File: src/rtl/tick_counter_if.sv
// Handshake bundle for tick_counter: control inputs in, count/status out.
interface tick_counter_if #(
  parameter int COUNT_WIDTH = 4
);

  logic                   div_in;
  logic                   start;
  logic                   stop;
  logic                   clear;
  logic                   dir;
  logic [COUNT_WIDTH-1:0] count;
  logic                   tick;
  logic                   wrap;
  logic                   running;

  // Driver side: produces the control inputs, observes the counter.
  modport master (
    output div_in,
    output start,
    output stop,
    output clear,
    output dir,
    input  count,
    input  tick,
    input  wrap,
    input  running
  );

  // Counter side.
  modport slave (
    input  div_in,
    input  start,
    input  stop,
    input  clear,
    input  dir,
    output count,
    output tick,
    output wrap,
    output running
  );

endinterface

File: src/rtl/tick_counter.sv
// Counts rising edges of an asynchronous divider output while in RUN.
// Up/down modulo-(MAX_VALUE+1) counter with one-cycle tick and wrap pulses.
module tick_counter #(
  parameter int unsigned COUNT_WIDTH = 4,
  parameter int unsigned MAX_VALUE   = 9
) (
  input logic           clk,
  input logic           rst,
  tick_counter_if.slave bus
);

  localparam logic [COUNT_WIDTH-1:0] MaxCount = COUNT_WIDTH'(MAX_VALUE);

  typedef enum logic {StIdle, StRun} state_e;

  state_e                 state_q, state_d;
  logic                   s1_q, s2_q, prev_q;
  logic                   rise;
  logic                   count_en;
  logic [COUNT_WIDTH-1:0] count_q, count_d;
  logic                   wrap_q, wrap_d;
  logic                   tick_q;
  logic                   running;

  // Two-flop synchronizer for div_in plus one history flop for edge detection.
  always_ff @(posedge clk or posedge rst) begin
    if (rst) begin
      s1_q   <= 1'b0;
      s2_q   <= 1'b0;
      prev_q <= 1'b0;
    end else begin
      s1_q   <= bus.div_in;
      s2_q   <= s1_q;
      prev_q <= s2_q;
    end
  end

  // Rising edge of the synchronized divider; falling edges are ignored.
  assign rise = s2_q & ~prev_q;

  // Tick pulse register, active in every state.
  always_ff @(posedge clk or posedge rst) begin
    if (rst) begin
      tick_q <= 1'b0;
    end else begin
      tick_q <= rise;
    end
  end

  // FSM state register.
  always_ff @(posedge clk or posedge rst) begin
    if (rst) begin
      state_q <= StIdle;
    end else begin
      state_q <= state_d;
    end
  end

  // FSM next state: stop wins over a coincident start; clear never moves state.
  always_comb begin
    state_d = state_q;
    case (state_q)
      StIdle: if (bus.start && !bus.stop) state_d = StRun;
      StRun:  if (bus.stop)               state_d = StIdle;
      default: state_d = StIdle;
    endcase
  end

  // FSM outputs: running is a pure decode of the state register.
  always_comb begin
    running = (state_q == StRun);
  end

  // Count next state. Only the pre-edge state gates counting, so a start
  // coincident with an edge misses it and a coincident stop still counts it.
  always_comb begin
    count_d  = count_q;
    wrap_d   = 1'b0;
    count_en = (state_q == StRun) && rise;
    if (bus.clear) begin
      count_d = '0;
    end else if (count_en) begin
      if (!bus.dir) begin
        // >= keeps the count in range even if it were ever corrupted.
        if (count_q >= MaxCount) begin
          count_d = '0;
          wrap_d  = 1'b1;
        end else begin
          count_d = count_q + 1'b1;
        end
      end else begin
        if (count_q == '0 || count_q > MaxCount) begin
          count_d = MaxCount;
          wrap_d  = (count_q == '0);
        end else begin
          count_d = count_q - 1'b1;
        end
      end
    end
  end

  // Count and wrap registers.
  always_ff @(posedge clk or posedge rst) begin
    if (rst) begin
      count_q <= '0;
      wrap_q  <= 1'b0;
    end else begin
      count_q <= count_d;
      wrap_q  <= wrap_d;
    end
  end

  assign bus.count   = count_q;
  assign bus.tick    = tick_q;
  assign bus.wrap    = wrap_q;
  assign bus.running = running;

endmodule

File: src/flat_wrapper.sv
// flat-port wrapper written by rule: the top's interface ports become plain ports
module tick_counter_flat 
#(
  parameter int unsigned COUNT_WIDTH = 4,
  parameter int unsigned MAX_VALUE   = 9
)
  (clk, rst, bus_div_in, bus_start, bus_stop, bus_clear, bus_dir, bus_count, bus_tick, bus_wrap, bus_running);
  tick_counter_if #(.COUNT_WIDTH(COUNT_WIDTH)) bus_i ();
  input logic clk;
  input logic rst;
  input wire logic [$bits(bus_i.div_in)-1:0] bus_div_in;
  input wire logic [$bits(bus_i.start)-1:0] bus_start;
  input wire logic [$bits(bus_i.stop)-1:0] bus_stop;
  input wire logic [$bits(bus_i.clear)-1:0] bus_clear;
  input wire logic [$bits(bus_i.dir)-1:0] bus_dir;
  output wire logic [$bits(bus_i.count)-1:0] bus_count;
  output wire logic [$bits(bus_i.tick)-1:0] bus_tick;
  output wire logic [$bits(bus_i.wrap)-1:0] bus_wrap;
  output wire logic [$bits(bus_i.running)-1:0] bus_running;
  assign bus_i.div_in = bus_div_in;
  assign bus_i.start = bus_start;
  assign bus_i.stop = bus_stop;
  assign bus_i.clear = bus_clear;
  assign bus_i.dir = bus_dir;
  assign bus_count = bus_i.count;
  assign bus_tick = bus_i.tick;
  assign bus_wrap = bus_i.wrap;
  assign bus_running = bus_i.running;
  tick_counter #(.COUNT_WIDTH(COUNT_WIDTH), .MAX_VALUE(MAX_VALUE)) u_core (.clk(clk), .rst(rst), .bus(bus_i));
endmodule
File: config.mk
export PLATFORM = sky130hd
export DESIGN_NAME = tick_counter_flat
export DESIGN_NICKNAME = d
export VERILOG_FILES = /design/src/rtl/tick_counter_if.sv /design/src/rtl/tick_counter.sv /design/src/flat_wrapper.sv
export SDC_FILE = /design/constraint.sdc
export NUM_CORES = 1
export LEC_CHECK = 0
export ABC_AREA = 1
export CAP_MARGIN = 20
export CORE_MARGIN = 2
export CORE_UTILIZATION = 40
export DETAILED_ROUTE_END_ITERATION = 8
export PLACE_DENSITY = 0.67
export RECOVER_POWER = 25
export SLEW_MARGIN = 10
export SYNTH_ARGS = -nofsm -noshare
export SYNTH_HDL_FRONTEND = slang
export SYNTH_SLANG_ARGS = --single-unit
File: constraint.sdc
create_clock -name clk -period 1.5 [get_ports clk]
set_clock_uncertainty 0.1 [all_clocks]
set_input_delay 0.45 -clock clk [delete_from_list [all_inputs] [get_ports clk]]
set_output_delay 0.45 -clock clk [all_outputs]
set_load 0.02 [all_outputs]
==> report_table.html <==
<table>
<tr><th>Metric</th><th>Value</th></tr>
<tr><th colspan="2">Timing</th></tr>
<tr><td>Slew @ Worst Pin</td><td>roughly 0.36 ns</td></tr>
<tr><td>RSZ-0062 raised after global routing</td><td>yes</td></tr>
<tr><td>Max-slew violations</td><td>0</td></tr>
<tr><td>Time the worst path needs with I/O delays and setup</td><td>between 1 and 1.5 ns</td></tr>
<tr><td>Final Hold Fails</td><td>0</td></tr>
<tr><td>Final critical-path share of the clock period</td><td>96.3%</td></tr>
<tr><td>Max Freq</td><td>0.692 GHz</td></tr>
<tr><td>Worst max-slew margin expressed relative to the limit</td><td>around three quarters</td></tr>
<tr><td>Total setup violations reported at the end of the flow</td><td>0</td></tr>
<tr><th colspan="2">GRT</th></tr>
<tr><td>Wire length of the first global-routing pass</td><td>2000 µm</td></tr>
<tr><td>Initial antenna violation count</td><td>0</td></tr>
<tr><td>Number of global-route vias before repair</td><td>~470</td></tr>
<tr><td>All-layer global routing usage</td><td>between 10% and 20%</td></tr>
<tr><td>Maximum number of pins on one net before global-route repair</td><td>11</td></tr>
<tr><td>Remaining global-route overflow</td><td>0</td></tr>
<tr><th colspan="2">Floorplan</th></tr>
<tr><td>Initial Utilization</td><td>43.8%</td></tr>
<tr><td>Die ar.</td><td>around 0.0018 mm²</td></tr>
<tr><td>Vertical die dimension</td><td>between 40 and 50 µm</td></tr>
<tr><td>I/O pin cnt</td><td>14</td></tr>
<tr><td>Die X</td><td>~42 µm</td></tr>
<tr><td>Core region area</td><td>between 0.001 and 0.0015 mm²</td></tr>
<tr><td>Standard-cell rows</td><td>13</td></tr>
<tr><th colspan="2">Critical path</th></tr>
<tr><td>Worst path cell trace</td><td>clkdlybuf4s15_1</td></tr>
<tr><td>Kind of start point of the critical path</td><td>flip-flop</td></tr>
<tr><td>Largest delay contributor family on the critical path</td><td>flip-flops</td></tr>
<tr><td>Number of buffer and inverter instances along the worst setup path</td><td>1</td></tr>
<tr><td>Standard cell with the maximum stage delay on the critical path</td><td>sky130_fd_sc_hd__dfrtp_1</td></tr>
<tr><td>Critical path required time</td><td>about 0.95 ns</td></tr>
<tr><td>Kind of capture point of the worst setup path</td><td>output port</td></tr>
<tr><td>Slowest stage delay, CP</td><td>~0.36 ns</td></tr>
<tr><td>Type of the worst setup path</td><td>reg -&gt; out</td></tr>
<tr><td>Max FO, Critical Path</td><td>1</td></tr>
<tr><td>Arrival time of data at the critical path endpoint</td><td>0.89 ns</td></tr>
<tr><th colspan="2">Clock tree</th></tr>
<tr><td>Maximum number of buffers from clock root to sink</td><td>2</td></tr>
<tr><td>Total number of clock tree sinks</td><td>10</td></tr>
<tr><td>Clock latency on the worst-skew pair</td><td>approximately 0.27 ns</td></tr>
<tr><td>Clk root buf</td><td>sky130_fd_sc_hd__clkbuf_4</td></tr>
<tr><td>TritonCTS clock tree</td><td>done</td></tr>
<tr><td>H-tree depth</td><td>1</td></tr>
<tr><td>Worst-path clk slew</td><td>around 0.060 ns</td></tr>
<tr><td>CTS buffer count</td><td>3</td></tr>
<tr><th colspan="2">Logic synthesis</th></tr>
<tr><td>Syn Std Cell Area</td><td>577 µm²</td></tr>
<tr><td>Net count after synthesis</td><td>85</td></tr>
<tr><td>Yosys reg bits</td><td>10</td></tr>
<tr><td>Warnings from Yosys</td><td>0</td></tr>
<tr><td>Sequential fraction of the synthesis area</td><td>between 40% and 50%</td></tr>
<tr><td>Synthesized netlist cell count</td><td>75</td></tr>
<tr><td>Average footprint of a synthesized cell</td><td>7.69 µm²</td></tr>
<tr><td>Distinct cells, synth</td><td>18</td></tr>
<tr><th colspan="2">Layout</th></tr>
<tr><td>Final Instance Area</td><td>around 820 µm²</td></tr>
<tr><td>Proportion of layout cells with a drive suffix above 1</td><td>between 30% and 40%</td></tr>
<tr><td>Fill cell instance count of the final layout</td><td>120</td></tr>
<tr><td>Post-route insts no fill</td><td>114</td></tr>
<tr><td>Antenna cells</td><td>0</td></tr>
<tr><td>Utilization after layout</td><td>62.3%</td></tr>
<tr><td>Net total in the final layout</td><td>110</td></tr>
<tr><td>Area overhead of the layout relative to synthesis</td><td>42.3%</td></tr>
<tr><th colspan="2">Power and ir drop</th></tr>
<tr><td>Clock network fraction of total power</td><td>about 37%</td></tr>
<tr><td>Internal portion of total power</td><td>~0.00048 W</td></tr>
<tr><td>NetSw</td><td>0.000152 W</td></tr>
<tr><td>LEAKAGE</td><td>around 0.44 nW</td></tr>
<tr><td>Cell Pwr Density</td><td>between 700 and 800 mW/mm²</td></tr>
<tr><td>PnR Total Power</td><td>0.000630 W</td></tr>
<tr><td>Combinational power share</td><td>between 10% and 20%</td></tr>
<tr><td>Maximum resistive drop on vdd</td><td>~700 µV</td></tr>
<tr><td>Share of total power consumed by net switching</td><td>between 20% and 30%</td></tr>
<tr><td>Sequential share of power</td><td>between 40% and 50%</td></tr>
<tr><th colspan="2">Place</th></tr>
<tr><td>DP HPWL</td><td>approximately 900 µm</td></tr>
<tr><td>Routability cong.</td><td>0.779</td></tr>
<tr><td>Number of buffer cells added on primary ports</td><td>13</td></tr>
<tr><td>Post-Place Cells</td><td>109</td></tr>
<tr><td>Placed cell areas</td><td>about 770 µm²</td></tr>
<tr><th colspan="2">Detailed routing</th></tr>
<tr><td>Routed vias/inst</td><td>4.70</td></tr>
<tr><td>Count of vias placed by the detailed router</td><td>around 540</td></tr>
<tr><td>DRT Wirelength</td><td>1220 µm</td></tr>
<tr><td>Violation count after the first detailed-route iteration</td><td>8</td></tr>
<tr><td>Residual DRC count</td><td>0</td></tr>
<tr><td>Average wire per cell in the routed design</td><td>10.7 µm</td></tr>
<tr><td>Count of antenna-violating nets left after detailed routing</td><td>0</td></tr>
<tr><td>Number of iterations in the first detailed-routing pass</td><td>4</td></tr>
<tr><th colspan="2">Status</th></tr>
<tr><td>Result of the run</td><td>finished clean</td></tr>
<tr><th colspan="2">Flow run</th></tr>
<tr><td>Number of max-capacitance violations reported</td><td>0</td></tr>
<tr><th colspan="2">Hold path</th></tr>
<tr><td>Class of the tightest hold or removal check</td><td>reg -&gt; reg</td></tr>
</table>
[routing by layer]
| metal | global-route usage [%] | vias to the layer above | wire length, µm |
|---|---|---|---|
| met4 | 7.74 | 0 | 28 |
| met1 | 19.9 | 235 | 582 |
| met5 | 0 | - | 0 |
| met3 | 8.19 | 4 | 55 |
| met2 | 21.3 | 14 | 557 |
| li1 | - | 283 | - |
[cell usage after synthesis, drive strengths merged]
cell type	instances	area (µm²)
a21boi	1	7.51
buf	1	11.3
dfrtp	10	250
ha	3	37.5
inv	10	37.5
nand2	26	113
nand3	5	25.0
nand3b	1	7.51
nand4	2	12.5
nor2	12	47.6
o21ai	3	18.8
xor2	1	8.76
[final timing paths]
kind                                     startpoint                   to  slack, ns  cells after the start
worst max-delay path                u_core.bus.tick             bus_tick       0.06                      1
worst min-delay path                    u_core.s1_q          u_core.s2_q       0.25                      0
worst max register to register  u_core.bus.count[0]  u_core.bus.count[2]       0.07                      9
worst min register to register          u_core.s1_q          u_core.s2_q       0.25                      0
max in group asynchronous                       rst      u_core.bus.tick       0.55                      2
min in group asynchronous                       rst   u_core.bus.running       0.48                      2
[registers in the layout, summed over array words and instances (netlist names)]
signal,cells
u_core.bus.count,4
u_core.bus.running,1
u_core.bus.tick,1
u_core.bus.wrap,1
u_core.prev_q,1
u_core.s1_q,1
u_core.s2_q,1
[timing repair]
item	4_1_cts	5_1_grt
gates resized for setup	17	17
pin swaps	0	5
hold buffers	0	0
buffers inserted	0	1
endpoints found under the setup margin	10	10
[power by group through the flow]
stage          sequential (W)  combinational (W)  clock (W)
2_1_floorplan        0.000301          0.0000483          0
3_3_place_gp         0.000290           0.000105          0
3_5_place_dp         0.000290           0.000105          0
4_1_cts              0.000285           0.000106   0.000247
5_1_grt              0.000286           0.000120   0.000264
6_report             0.000285           0.000109   0.000235
[kinds of logic (layout without fill, tap and decap cells)]
kind of cell | count (synthesis) | after routing | synth area share, %
XOR/XNOR | 1 | 1 | 1.52
AND/OR/NAND/NOR | 46 | 46 | 35.6
buffers and inverters | 11 | 35 | 8.46
adder cells (fa/ha/maj) | 3 | 3 | 6.51
AO/OA/AOI/OAI | 4 | 4 | 4.55
flip-flops | 10 | 10 | 43.4
[through the flow]
stage          setup slack, ns  setup TNS (ns)  hold WS, ns
3_5_place_dp            -0.198          -0.873        0.237
3_3_place_gp            -0.188          -0.821        0.233
5_1_grt                -0.0128         -0.0128        0.255
2_1_floorplan          0.00408               0        0.190
4_1_cts                0.00416               0        0.252
6_report                0.0555               0        0.249
[layout by cell type (no fill, tap or decap), drive strengths merged]
| master | instances |
|---|---|
| dlygate4sd3 | 2 |
| nand2 | 26 |
| clkbuf | 6 |
| nand4 | 2 |
| nand3b | 1 |
| dlymetal6s2s | 1 |
| buf | 11 |
| nand3 | 5 |
| a21boi | 1 |
| xor2 | 1 |
| dfrtp | 10 |
| inv | 10 |
| clkdlybuf4s50 | 3 |
| clkdlybuf4s15 | 2 |
| ha | 3 |
| o21ai | 3 |
| nor2 | 12 |
[cell type report]
| cell class | count | area, µm² | share of cell area [%] |
|---|---|---|---|
| inverter | 10 | 42.5 | 5.18 |
| clock buffer | 4 | 36.3 | 4.42 |
| timing repair buffer | 21 | 175 | 21.3 |
| sequential | 10 | 250 | 30.5 |
| multi-input combinational | 54 | 298 | 36.3 |
| tap | 15 | 18.8 | 2.29 |
(Power assumes the default switching activity.)
